File: config.mk
export PLATFORM = sky130hd
export DESIGN_NAME = blocking_cache_alt_ctrl
export DESIGN_NICKNAME = d
export VERILOG_FILES = /design/src/rtl/blocking_cache_alt_ctrl_pkg.sv /design/src/rtl/blocking_cache_alt_ctrl_state_bits.sv /design/src/rtl/blocking_cache_alt_ctrl.sv
export SDC_FILE = /design/constraint.sdc
export NUM_CORES = 1
export LEC_CHECK = 0
export CORE_MARGIN = 4
export CORE_UTILIZATION = 40
export CTS_CLUSTER_DIAMETER = 60
export DETAILED_ROUTE_END_ITERATION = 8
export PLACE_DENSITY = 0.8
export RECOVER_POWER = 100
export SLEW_MARGIN = 20
export SYNTH_ARGS = -nofsm -noshare
export SYNTH_HDL_FRONTEND = slang
export SYNTH_SLANG_ARGS = --single-unit
File: constraint.sdc
create_clock -name clk -period 4.95 [get_ports clk]
set_input_delay 0.99 -clock clk [delete_from_list [all_inputs] [get_ports clk]]
set_output_delay 0.99 -clock clk [all_outputs]
set_load 0.03 [all_outputs]
File: src/rtl/blocking_cache_alt_ctrl_pkg.sv
// Shared definitions for the 2-way blocking cache controller.
//  - FSM state encoding
//  - cache message type codes (READ/WRITE/INIT)
//  - address/line/data widths and write-byte-enable helpers
package blocking_cache_alt_ctrl_pkg;

  localparam int abw = 32;                 // address bits
  localparam int clw = 128;                // cache line bits
  localparam int dbw = 32;                 // data word bits
  localparam int ofw = $clog2(clw / 8);    // byte offset bits within a line

  localparam logic [2:0] TYPE_READ  = 3'd0;
  localparam logic [2:0] TYPE_WRITE = 3'd1;
  localparam logic [2:0] TYPE_INIT  = 3'd2;

  typedef enum logic [3:0] {
    S_IDLE, // wait for request
    S_TC,   // tag check
    S_IN,   // init write
    S_RD,   // data read
    S_WD,   // data write
    S_EP,   // eviction prepare (read victim line + tag)
    S_ER,   // eviction memory request
    S_EW,   // eviction memory wait
    S_RR,   // refill memory request
    S_RW,   // refill memory wait
    S_RU,   // refill update
    S_W     // response
  } state_e;

  // Any code other than WRITE/INIT behaves as a READ.
  function automatic logic [2:0] norm_type(input logic [2:0] t);
    return (t == TYPE_WRITE || t == TYPE_INIT) ? t : TYPE_READ;
  endfunction

  // Byte enables for one 4B word of a 16B line.
  function automatic logic [15:0] word_wben(input logic [1:0] word_off);
    logic [15:0] base;
    base = 16'h000F;
    return base << {word_off, 2'b00};
  endfunction

endpackage

File: src/rtl/blocking_cache_alt_ctrl_state_bits.sv
// Per-set valid/dirty/LRU storage for a 2-way cache.
// Ports:
//  clk, reset       clock, asynchronous active-low clear of all bits
//  idx_i            set index (shared by read and write ports)
//  valid_o/dirty_o  per-way bits of set idx_i; lru_o = least-recent way
//  way_i            way targeted by the set/clear/lru write ports
//  set_valid_i, set_dirty_i, clr_dirty_i  bit write ports
//  lru_we_i         record way_i as most recent (LRU <= ~way_i)
module blocking_cache_alt_ctrl_state_bits #(
  parameter int p_nby = 8,
  localparam int idw  = $clog2(p_nby)
) (
  input  logic           clk,
  input  logic           reset,
  input  logic [idw-1:0] idx_i,
  output logic [1:0]     valid_o,
  output logic [1:0]     dirty_o,
  output logic           lru_o,
  input  logic           way_i,
  input  logic           set_valid_i,
  input  logic           set_dirty_i,
  input  logic           clr_dirty_i,
  input  logic           lru_we_i
);

  logic [p_nby-1:0][1:0] valid_q;
  logic [p_nby-1:0][1:0] dirty_q;
  logic [p_nby-1:0]      lru_q;

  always_ff @(posedge clk or negedge reset) begin
    if (!reset) begin
      valid_q <= '0;
      dirty_q <= '0;
      lru_q   <= '0;
    end else begin
      if (set_valid_i) valid_q[idx_i][way_i] <= 1'b1;
      if (set_dirty_i)      dirty_q[idx_i][way_i] <= 1'b1;
      else if (clr_dirty_i) dirty_q[idx_i][way_i] <= 1'b0;
      if (lru_we_i) lru_q[idx_i] <= ~way_i;
    end
  end

  assign valid_o = valid_q[idx_i];
  assign dirty_o = dirty_q[idx_i];
  assign lru_o   = lru_q[idx_i];

endmodule

File: src/rtl/blocking_cache_alt_ctrl.sv
// FSM controller for a 2-way set-associative, write-back, write-allocate
// blocking cache datapath. One request at a time: tag check, data access,
// optional dirty eviction and 16B refill, then a single response.
// Ports:
//  clk, reset                 clock, asynchronous active-low reset
//  cachereq_*/cacheresp_*     processor val/rdy handshakes
//  memreq_*/memresp_*         memory val/rdy handshakes
//  *_en, *_mux_sel            datapath register enables / mux selects
//  tag_array_*, data_array_*  SRAM control (data_array_wben = byte enables)
//  hit                        registered tag-check result
//  cacheresp_type/memreq_type message types
//  cachereq_type/addr, tag_match0/1  datapath status (latched request)
// Optional feature (macro BLOCKING_CACHE_CTRL_HIT_CNT_EN): adds 32-bit
// hit_count/miss_count outputs, each bumped once per tag check.
module blocking_cache_alt_ctrl
  import blocking_cache_alt_ctrl_pkg::*;
#(
  parameter int p_idx_shamt = 0,
  parameter int p_nby       = 8
) (
  input  logic        clk,
  input  logic        reset,
  input  logic        cachereq_val,
  output logic        cachereq_rdy,
  output logic        cacheresp_val,
  input  logic        cacheresp_rdy,
  output logic        memreq_val,
  input  logic        memreq_rdy,
  input  logic        memresp_val,
  output logic        memresp_rdy,
  output logic        cachereq_en,
  output logic        memresp_en,
  output logic        evict_addr_reg_en,
  output logic        read_data_reg_en,
  output logic        cacheresp_data_mux_sel,
  output logic        write_data_mux_sel,
  output logic        memreq_addr_mux_sel,
  output logic        cache_way_mux_sel,
  output logic        tag_array_ren,
  output logic        tag_array0_wen,
  output logic        tag_array1_wen,
  output logic        data_array_ren,
  output logic        data_array0_wen,
  output logic        data_array1_wen,
  output logic [15:0] data_array_wben,
  output logic        hit,
  output logic [2:0]  cacheresp_type,
  output logic [2:0]  memreq_type,
  input  logic [2:0]  cachereq_type,
  input  logic [31:0] cachereq_addr,
  input  logic        tag_match0,
  input  logic        tag_match1
`ifdef BLOCKING_CACHE_CTRL_HIT_CNT_EN
  ,
  output logic [31:0] hit_count,
  output logic [31:0] miss_count
`endif
);

  localparam int idw = $clog2(p_nby);

  state_e state_q, state_d;
  logic   way_q, way_d;
  logic   hit_q, hit_d;

  logic [idw-1:0] idx;
  logic [1:0]     valid, dirty;
  logic           lru;
  logic           set_valid, set_dirty, clr_dirty, lru_we;
  logic           tag_we, data_we;
  logic [2:0]     req_type;
  logic           unused_addr;

  assign idx         = cachereq_addr[idw+p_idx_shamt+ofw-1 -: idw];
  assign req_type    = norm_type(cachereq_type);
  assign unused_addr = ^cachereq_addr;

  blocking_cache_alt_ctrl_state_bits #(.p_nby(p_nby)) u_bits (
    .clk         (clk),
    .reset       (reset),
    .idx_i       (idx),
    .valid_o     (valid),
    .dirty_o     (dirty),
    .lru_o       (lru),
    .way_i       (way_q),
    .set_valid_i (set_valid),
    .set_dirty_i (set_dirty),
    .clr_dirty_i (clr_dirty),
    .lru_we_i    (lru_we)
  );

  // Tag check. The victim fills the lowest invalid way first; once both
  // ways are valid it is the least-recently used way held in the LRU bit.
  logic hit0, hit1, tc_hit, victim, tc_way, victim_dirty;
  assign hit0         = valid[0] & tag_match0;
  assign hit1         = valid[1] & tag_match1;
  assign tc_hit       = hit0 | hit1;
  assign victim       = !valid[0] ? 1'b0 : (!valid[1] ? 1'b1 : lru);
  assign tc_way       = tc_hit ? ~hit0 : victim;
  assign victim_dirty = valid[victim] & dirty[victim];

  always_ff @(posedge clk or negedge reset) begin
    if (!reset) begin
      state_q <= S_IDLE;
      way_q   <= 1'b0;
      hit_q   <= 1'b0;
    end else begin
      state_q <= state_d;
      way_q   <= way_d;
      hit_q   <= hit_d;
    end
  end

  always_comb begin
    state_d                = state_q;
    way_d                  = way_q;
    hit_d                  = hit_q;
    cachereq_rdy           = 1'b0;
    cacheresp_val          = 1'b0;
    memreq_val             = 1'b0;
    memresp_rdy            = 1'b0;
    cachereq_en            = 1'b0;
    memresp_en             = 1'b0;
    evict_addr_reg_en      = 1'b0;
    read_data_reg_en       = 1'b0;
    cacheresp_data_mux_sel = 1'b0;
    write_data_mux_sel     = 1'b0;
    memreq_addr_mux_sel    = 1'b0;
    cache_way_mux_sel      = way_q;
    tag_array_ren          = 1'b0;
    data_array_ren         = 1'b0;
    data_array_wben        = 16'h0000;
    cacheresp_type         = 3'd0;
    memreq_type            = 3'd0;
    tag_we                 = 1'b0;
    data_we                = 1'b0;
    set_valid              = 1'b0;
    set_dirty              = 1'b0;
    clr_dirty              = 1'b0;
    lru_we                 = 1'b0;
    // While reset is held the only state-dependent outputs (IDLE) stay low.
    if (reset) begin
      case (state_q)
        S_IDLE: begin
          cachereq_rdy = 1'b1;
          cachereq_en  = cachereq_val;
          if (cachereq_val) state_d = S_TC;
        end
        S_TC: begin
          tag_array_ren     = 1'b1;
          cache_way_mux_sel = tc_way;
          way_d             = tc_way;
          hit_d             = tc_hit;
          if (req_type == TYPE_INIT) state_d = S_IN;
          else if (tc_hit)           state_d = (req_type == TYPE_WRITE) ? S_WD : S_RD;
          else if (victim_dirty)     state_d = S_EP;
          else                       state_d = S_RR;
        end
        S_IN: begin
          tag_we          = 1'b1;
          data_we         = 1'b1;
          data_array_wben = word_wben(cachereq_addr[3:2]);
          set_valid       = 1'b1;
          set_dirty       = 1'b1;
          lru_we          = 1'b1;
          state_d         = S_W;
        end
        S_RD: begin
          data_array_ren   = 1'b1;
          read_data_reg_en = 1'b1;
          lru_we           = 1'b1;
          state_d          = S_W;
        end
        S_WD: begin
          data_we         = 1'b1;
          data_array_wben = word_wben(cachereq_addr[3:2]);
          set_dirty       = 1'b1;
          lru_we          = 1'b1;
          state_d         = S_W;
        end
        S_EP: begin
          tag_array_ren     = 1'b1;
          data_array_ren    = 1'b1;
          read_data_reg_en  = 1'b1;
          evict_addr_reg_en = 1'b1;
          state_d           = S_ER;
        end
        S_ER: begin
          memreq_val          = 1'b1;
          memreq_type         = TYPE_WRITE;
          memreq_addr_mux_sel = 1'b0;
          if (memreq_rdy) state_d = S_EW;
        end
        S_EW: begin
          memresp_rdy = 1'b1;
          if (memresp_val) state_d = S_RR;
        end
        S_RR: begin
          memreq_val          = 1'b1;
          memreq_type         = TYPE_READ;
          memreq_addr_mux_sel = 1'b1;
          if (memreq_rdy) state_d = S_RW;
        end
        S_RW: begin
          memresp_rdy = 1'b1;
          memresp_en  = memresp_val;
          if (memresp_val) state_d = S_RU;
        end
        S_RU: begin
          tag_we             = 1'b1;
          data_we            = 1'b1;
          data_array_wben    = 16'hFFFF;
          write_data_mux_sel = 1'b1;
          set_valid          = 1'b1;
          clr_dirty          = 1'b1;
          state_d            = (req_type == TYPE_WRITE) ? S_WD : S_RD;
        end
        S_W: begin
          cacheresp_val          = 1'b1;
          cacheresp_type         = req_type;
          cacheresp_data_mux_sel = (req_type == TYPE_READ);
          if (cacheresp_rdy) state_d = S_IDLE;
        end
        default: state_d = S_IDLE;
      endcase
    end
  end

  assign tag_array0_wen  = tag_we  & ~way_q;
  assign tag_array1_wen  = tag_we  &  way_q;
  assign data_array0_wen = data_we & ~way_q;
  assign data_array1_wen = data_we &  way_q;
  assign hit             = hit_q;

`ifdef BLOCKING_CACHE_CTRL_HIT_CNT_EN
  logic [31:0] hit_cnt_q, miss_cnt_q;

  // TC always lasts exactly one cycle, so this counts each lookup once.
  always_ff @(posedge clk or negedge reset) begin
    if (!reset) begin
      hit_cnt_q  <= '0;
      miss_cnt_q <= '0;
    end else if (state_q == S_TC) begin
      if (tc_hit || req_type == TYPE_INIT) hit_cnt_q  <= hit_cnt_q + 32'd1;
      else                                 miss_cnt_q <= miss_cnt_q + 32'd1;
    end
  end

  assign hit_count  = hit_cnt_q;
  assign miss_count = miss_cnt_q;
`endif

endmodule
Word level (Yosys, flattened, before mapping)
Cells that the tools add are included.

word-level totals
  input port bits = 43
  word-level logic and storage cells = 151
  output and inout bits = 41
  register bits after elaboration = 46

cells by class
  order comparisons = 5
  equal/unequal tests = 21
  shifts and indexed selects = 1
  reductions and logical operators = 16
  mux-type cells = 74
  bitwise operators = 14

operators with widths
  cell                                              number
  2-to-1 mux 16 bit                                 3
  2-to-1 mux 1 bit                                  46
  case mux 4 bit (10 select lines)                  1
  2-to-1 mux 4 bit                                  9
  OR 16 bit                                         2
  case mux 16 bit (2 select lines)                  1
  bitwise AND 16 bit                                1
  == test 4 x 3 -> 1 bit, second input constant     4
  == test 4 bit, second input constant              4
  NOT 16 bit                                        1
  << shifter 4 x 4 -> 16 bit, first input constant  1
  binary-select mux 2 bit (select 3 bit)            2
  2-to-1 mux 3 bit                                  4
  != test 2 bit, second input constant              6
  OR reduction 2 bit                                6
  bitwise mux 8 bit                                 1
  == test 4 x 2 -> 1 bit, second input constant     2
  bitwise AND 1 bit                                 7
  AND reduction 7 bit                               1
  demux 2 bit (select 3 bit)                        1
  == test 3 x 1 -> 1 bit, second input constant     2
  == test 3 x 2 -> 1 bit, second input constant     2
  2-to-1 mux 2 bit                                  3
  OR reduction 3 bit                                2
  16 further kinds                                  19

Depth between registers and ports, before layout
  word-level depth = 11
  gate-level depth with buffers = 8
  mapped depth without buffers = 6

Cells and area by module
A second synthesis with hierarchy kept.

second synthesis, totals
  cells, all modules = 289
  area, all modules = 2822.7 µm²

by module, submodules not included
  module                              area an instance (µm²)  cells each  times used
  blocking_cache_alt_ctrl_state_bits  1878.1                  161         1
  blocking_cache_alt_ctrl             944.7                   128         1

Worst setup path after synthesis
Ideal clock, no wire load.

  path type = input to output
  start = input reset
  end = output data_array_wben[1]
  cell stages on the path = 4
  slack = 1.292 ns
  data required time = 3.960 ns
  data arrival time = 2.668 ns
  cells stage by stage = nand2_1 > or2_1 > o32ai_1 > buf_4

between the ends
  longest elaborated chain between the ends = 1

RTL lines
  what                RTL line                        text
  start: declaration  blocking_cache_alt_ctrl.sv:22   input logic reset,
  2-to-1 mux 16 bit   blocking_cache_alt_ctrl.sv:142  if (reset) begin
  end: declaration    blocking_cache_alt_ctrl.sv:45   output logic [15:0] data_array_wben,

Every way passes these cells.

Worst setup path after layout
  start = input cachereq_addr[5]
  end = output cache_way_mux_sel

between the ends
  longest elaborated chain between the ends = 7

RTL lines
  what                                                                                                     RTL line                                                                            text
  start: declaration                                                                                       blocking_cache_alt_ctrl.sv:50                                                       input logic [31:0] cachereq_addr,
  binary-select mux 1 bit (select 3 bit) / binary-select mux 2 bit (select 3 bit) (equally long branches)  blocking_cache_alt_ctrl_state_bits.sv:45, blocking_cache_alt_ctrl_state_bits.sv:43
  2-to-1 mux 1 bit (not written as such) / 2-to-1 mux 2 bit (equally long branches)                        blocking_cache_alt_ctrl_state_bits.sv:45, blocking_cache_alt_ctrl_state_bits.sv:43
  2-to-1 mux 1 bit (tied with other cells) (2 in a row)                                                    blocking_cache_alt_ctrl.sv:98                                                       assign victim = !valid[0] ? 1'b0 : (!valid[1] ? 1'b1 : lru);
  2-to-1 mux 1 bit *                                                                                       blocking_cache_alt_ctrl.sv:99                                                       assign tc_way = tc_hit ? ~hit0 : victim;
  2-to-1 mux 1 bit *                                                                                       blocking_cache_alt_ctrl.sv:143                                                      case (state_q)
  2-to-1 mux 1 bit *                                                                                       blocking_cache_alt_ctrl.sv:142
  end: declaration                                                                                         blocking_cache_alt_ctrl.sv:38                                                       output logic cache_way_mux_sel,

Every way passes the cells marked *; elsewhere a longest branch is shown, timed or not. The select of a mux whose other input is x is not followed.

==> qor.yml <==
layout:
  nets: 373
  multi_input_area_sq_um: 1380
  seq_area_sq_um: 1150
  drive_gt1_share_pct: 9.67
  fin_util_pct: 49.4
  syn2layout_area_growth_pct: 20.3
  nFillCells: 623
  diodes: 0
floorplan:
  core-area_sq_um: 6790
  die_h_um: 91.5
  io_pins: 84
  dieArea_sq_um: 8370
  placementRows: 30
  die_width_um: 91.5
  initial_utilization_pct: 41.0
setup_path:
  cp_data_arrival_time_ns: 3.72
  crit_path_start_kind: "input pin"
  crit_path_top_delay_cell: "clkdlybuf4s50_1"
  r2r_setup_slack_ns: 2.72
  crit_buf_inv: 3
  cp.required_ns: 3.96
  reg2reg_to: "u_bits.lru_q[3]"
  cp-endpoint: "cache_way_mux_sel"
  worstPathMaxFanout: 11
  worst-setup-path-type: "input pin to output pin"
  reg2reg_from: "state_q[1]"
  startpoint: "cachereq_addr[5]"
  path_depth: 9
  crit_top_cell: "clkdlybuf4s50_1"
  ff2ff_path_depth: 6
  max_stage_delay_ns: 0.63
  path_cells: "clkdlybuf4s50_1, buf_4, nor2b_1, a221o_1, a222oi_1, nand2_1, a22oi_1, o22ai_1, clkdlybuf4s50_1"
  cp-end-kind: "output pin"
  cp_top_family: "buffers and inverters"
detailed_routing:
  wl_per_cell_um: 15.7
  drt-initial-drc-count: 232
  drc: 0
  vias_per_cell: 5.51
  vias: 2353
  dr.pass1.iters: 4
  routed_wl_mm: 6.72
  ant_nets: 0
logic_synthesis:
  avgSynthCellArea_sq_um: 9.61
  synth_top_area_share_pct: 41.3
  yosysMostFrequentCell: "nand2_1"
  yosys.area.top_type: "dfrtp_1"
  ys_async_sr_fraction_pct: 100
  synthFlopType: "dfrtp_1"
  yosysWarnings: 0
  ys_seq_area_share_pct: 41.3
  synth_edf_count: 0
  synth-seq-cells: 46
  synth_area_sq_um: 2790
  synth.distinct_cells: 55
  syn_inst: 290
  ys_top_cells_by_area: "dfrtp_1 (41%), nand2_1 (6.3%), a21o_1 (5.1%)"
  synthTopCellsByCount: "nand2_1 (47), dfrtp_1 (46), nor2_1 (21)"
place:
  hpwl_mm: 4.94
  gp_congestion: 0.905
  port_buffers: 53
clock_network:
  htreeDepth: 2
  cts.clk_slew.worst_paths_ns: 0.08
  cts-resized-gates: 0
  cts-root-buf: "clkbuf_8"
  clk_latency_ns: 0.30
  cts.sinks: 46
  post_cts_buffers: 0
  cts_tree: "yes"
  cts_buffers: 5
  cts_hold_buf: 0
  clock_path_buffers: 2
grt:
  grt_remaining_overflow: 0
  grt_usage_pct: 16.6
  grt_max_degree: 49
  grt_pass1_vias: 2194
  grt_pass1_wl_mm: 11.3
  grt_antenna_before_repair: 0
pwr:
  peakVddDrop_mv: 0.291
  leakagePower_nw: 1.63
  power.density_nw_per_um2: 489
timing:
  worst_pin_slew_ns: 1.13
  period_minus_slack_ns: 4.71
  rsz0062_at_grt: "no"
  hold_viol: 0
  timing.setup.tns_ns: 0
  slew_violations: 0
  final.period_utilization_pct: 95.2
  finClkSkew_ns: 0.00683
  slew_headroom_pct: 24.0
  final-setup-viol-count: 0
  fmax_mhz: 212
run_status:
  outcome: "finished, final reports clean"
run:
  drv_cap: 0
hold_path:
  hold_class: "flop to flop"
[layout by cell type, fill, tap and decap left out, types with 3 or more instances in the layout]
cell type         n
nor2b_1           6
dlygate4sd3_1    39
nand2b_1          3
dfrtp_1          46
buf_4             6
mux2_2            4
mux2i_1           4
nor2_1           21
mux4_2            4
o21ai_1           3
inv_1             3
a21oi_1          10
clkbuf_8          7
a21o_1           19
nor3b_1           3
nor3_1            7
a211oi_1          3
o22ai_1           4
clkbuf_1          3
and3_1            5
clkdlybuf4s50_1  13
a22o_1           15
nand2_1          47
o21ai_0          11
nand3b_1          3
conb_1            3
[layout make-up]
| cell class | instances | area share [%] |
|---|---|---|
| Clock inverter | 1 | 0.261 |
| Sequential cell | 46 | 34.3 |
| Clock buffer | 7 | 2.87 |
| Multi-Input combinational cell | 211 | 41.2 |
| Inverter | 5 | 0.559 |
| Timing Repair Buffer | 61 | 17.2 |
| Tap cell | 96 | 3.58 |
[worst reg2reg max path, cell delays in order, from the launching register on]
cell and delay [ns]:
dfrtp_1 0.56, nor2_1 0.33, a21oi_1 0.11, nor3b_1 0.76, nand2_1 0.16, nand2_1 0.10, o21ai_0 0.08
[report_power, final]
group	total, mW	switching (mW)	internal [mW]
Clock	0.258	0.129	0.128
Combinational	0.727	0.407	0.321
Sequential	0.656	0.137	0.519
[metal layers]
| layer | wire length [um] | vias to the layer above | share of wire (%) | track usage, % |
|---|---|---|---|---|
| met3 | 395 | 4 | 5.9 | 3.07 |
| met2 | 3230 | 78 | 48 | 26.3 |
| li1 | - | 1113 | - | - |
| met1 | 3050 | 1158 | 45 | 23.8 |
| met5 | 0 | - | 0 | 0 |
| met4 | 41 | 0 | 0.61 | 3.02 |
[cells by family (layout without fill, tap and decap cells)]
group | after synthesis | in the layout | synth area share (%)
and+or+nand+nor | 109 | 109 | 19.6
AOI/OAI and AO/OA | 81 | 81 | 21.2
DFF | 46 | 46 | 41.3
buffers and inverters | 35 | 74 | 8.53
muxes | 16 | 16 | 8.57
xor gates and xnor gates | 2 | 2 | 0.628
other | 1 | 3 | 0.135
[per-stage QoR]
step                      worst slack (ns)  hold slack (ns)  area, sq um  cells  power [mW]
after floorplan                       1.29            0.420         2800    292        1.20
after global placement               0.246            0.433         3280    419        1.40
after detailed placement             0.245            0.442         3280    419        1.42
after CTS                            0.236            0.462         3390    427        1.68
after global routing                0.0172            0.478         3350    427        1.75
final                                0.239            0.459         3350    427        1.64
[worst min path at each step]
| stage | start | end | slack [ns] | depth (start not counted) |
|---|---|---|---|---|
| 2_1_floorplan | u_bits.valid_q[10] | u_bits.valid_q[10] | 0.42 | 1 |
| 3_3_place_gp | u_bits.valid_q[3] | u_bits.valid_q[3] | 0.43 | 1 |
| 3_5_place_dp | u_bits.valid_q[9] | u_bits.valid_q[9] | 0.44 | 1 |
| 4_1_cts | u_bits.valid_q[9] | u_bits.valid_q[9] | 0.46 | 1 |
| 5_1_grt | u_bits.valid_q[3] | u_bits.valid_q[3] | 0.48 | 1 |
| 6_report | u_bits.valid_q[12] | u_bits.valid_q[12] | 0.46 | 1 |
No activity file was read; power rests on OpenSTA's default activity.
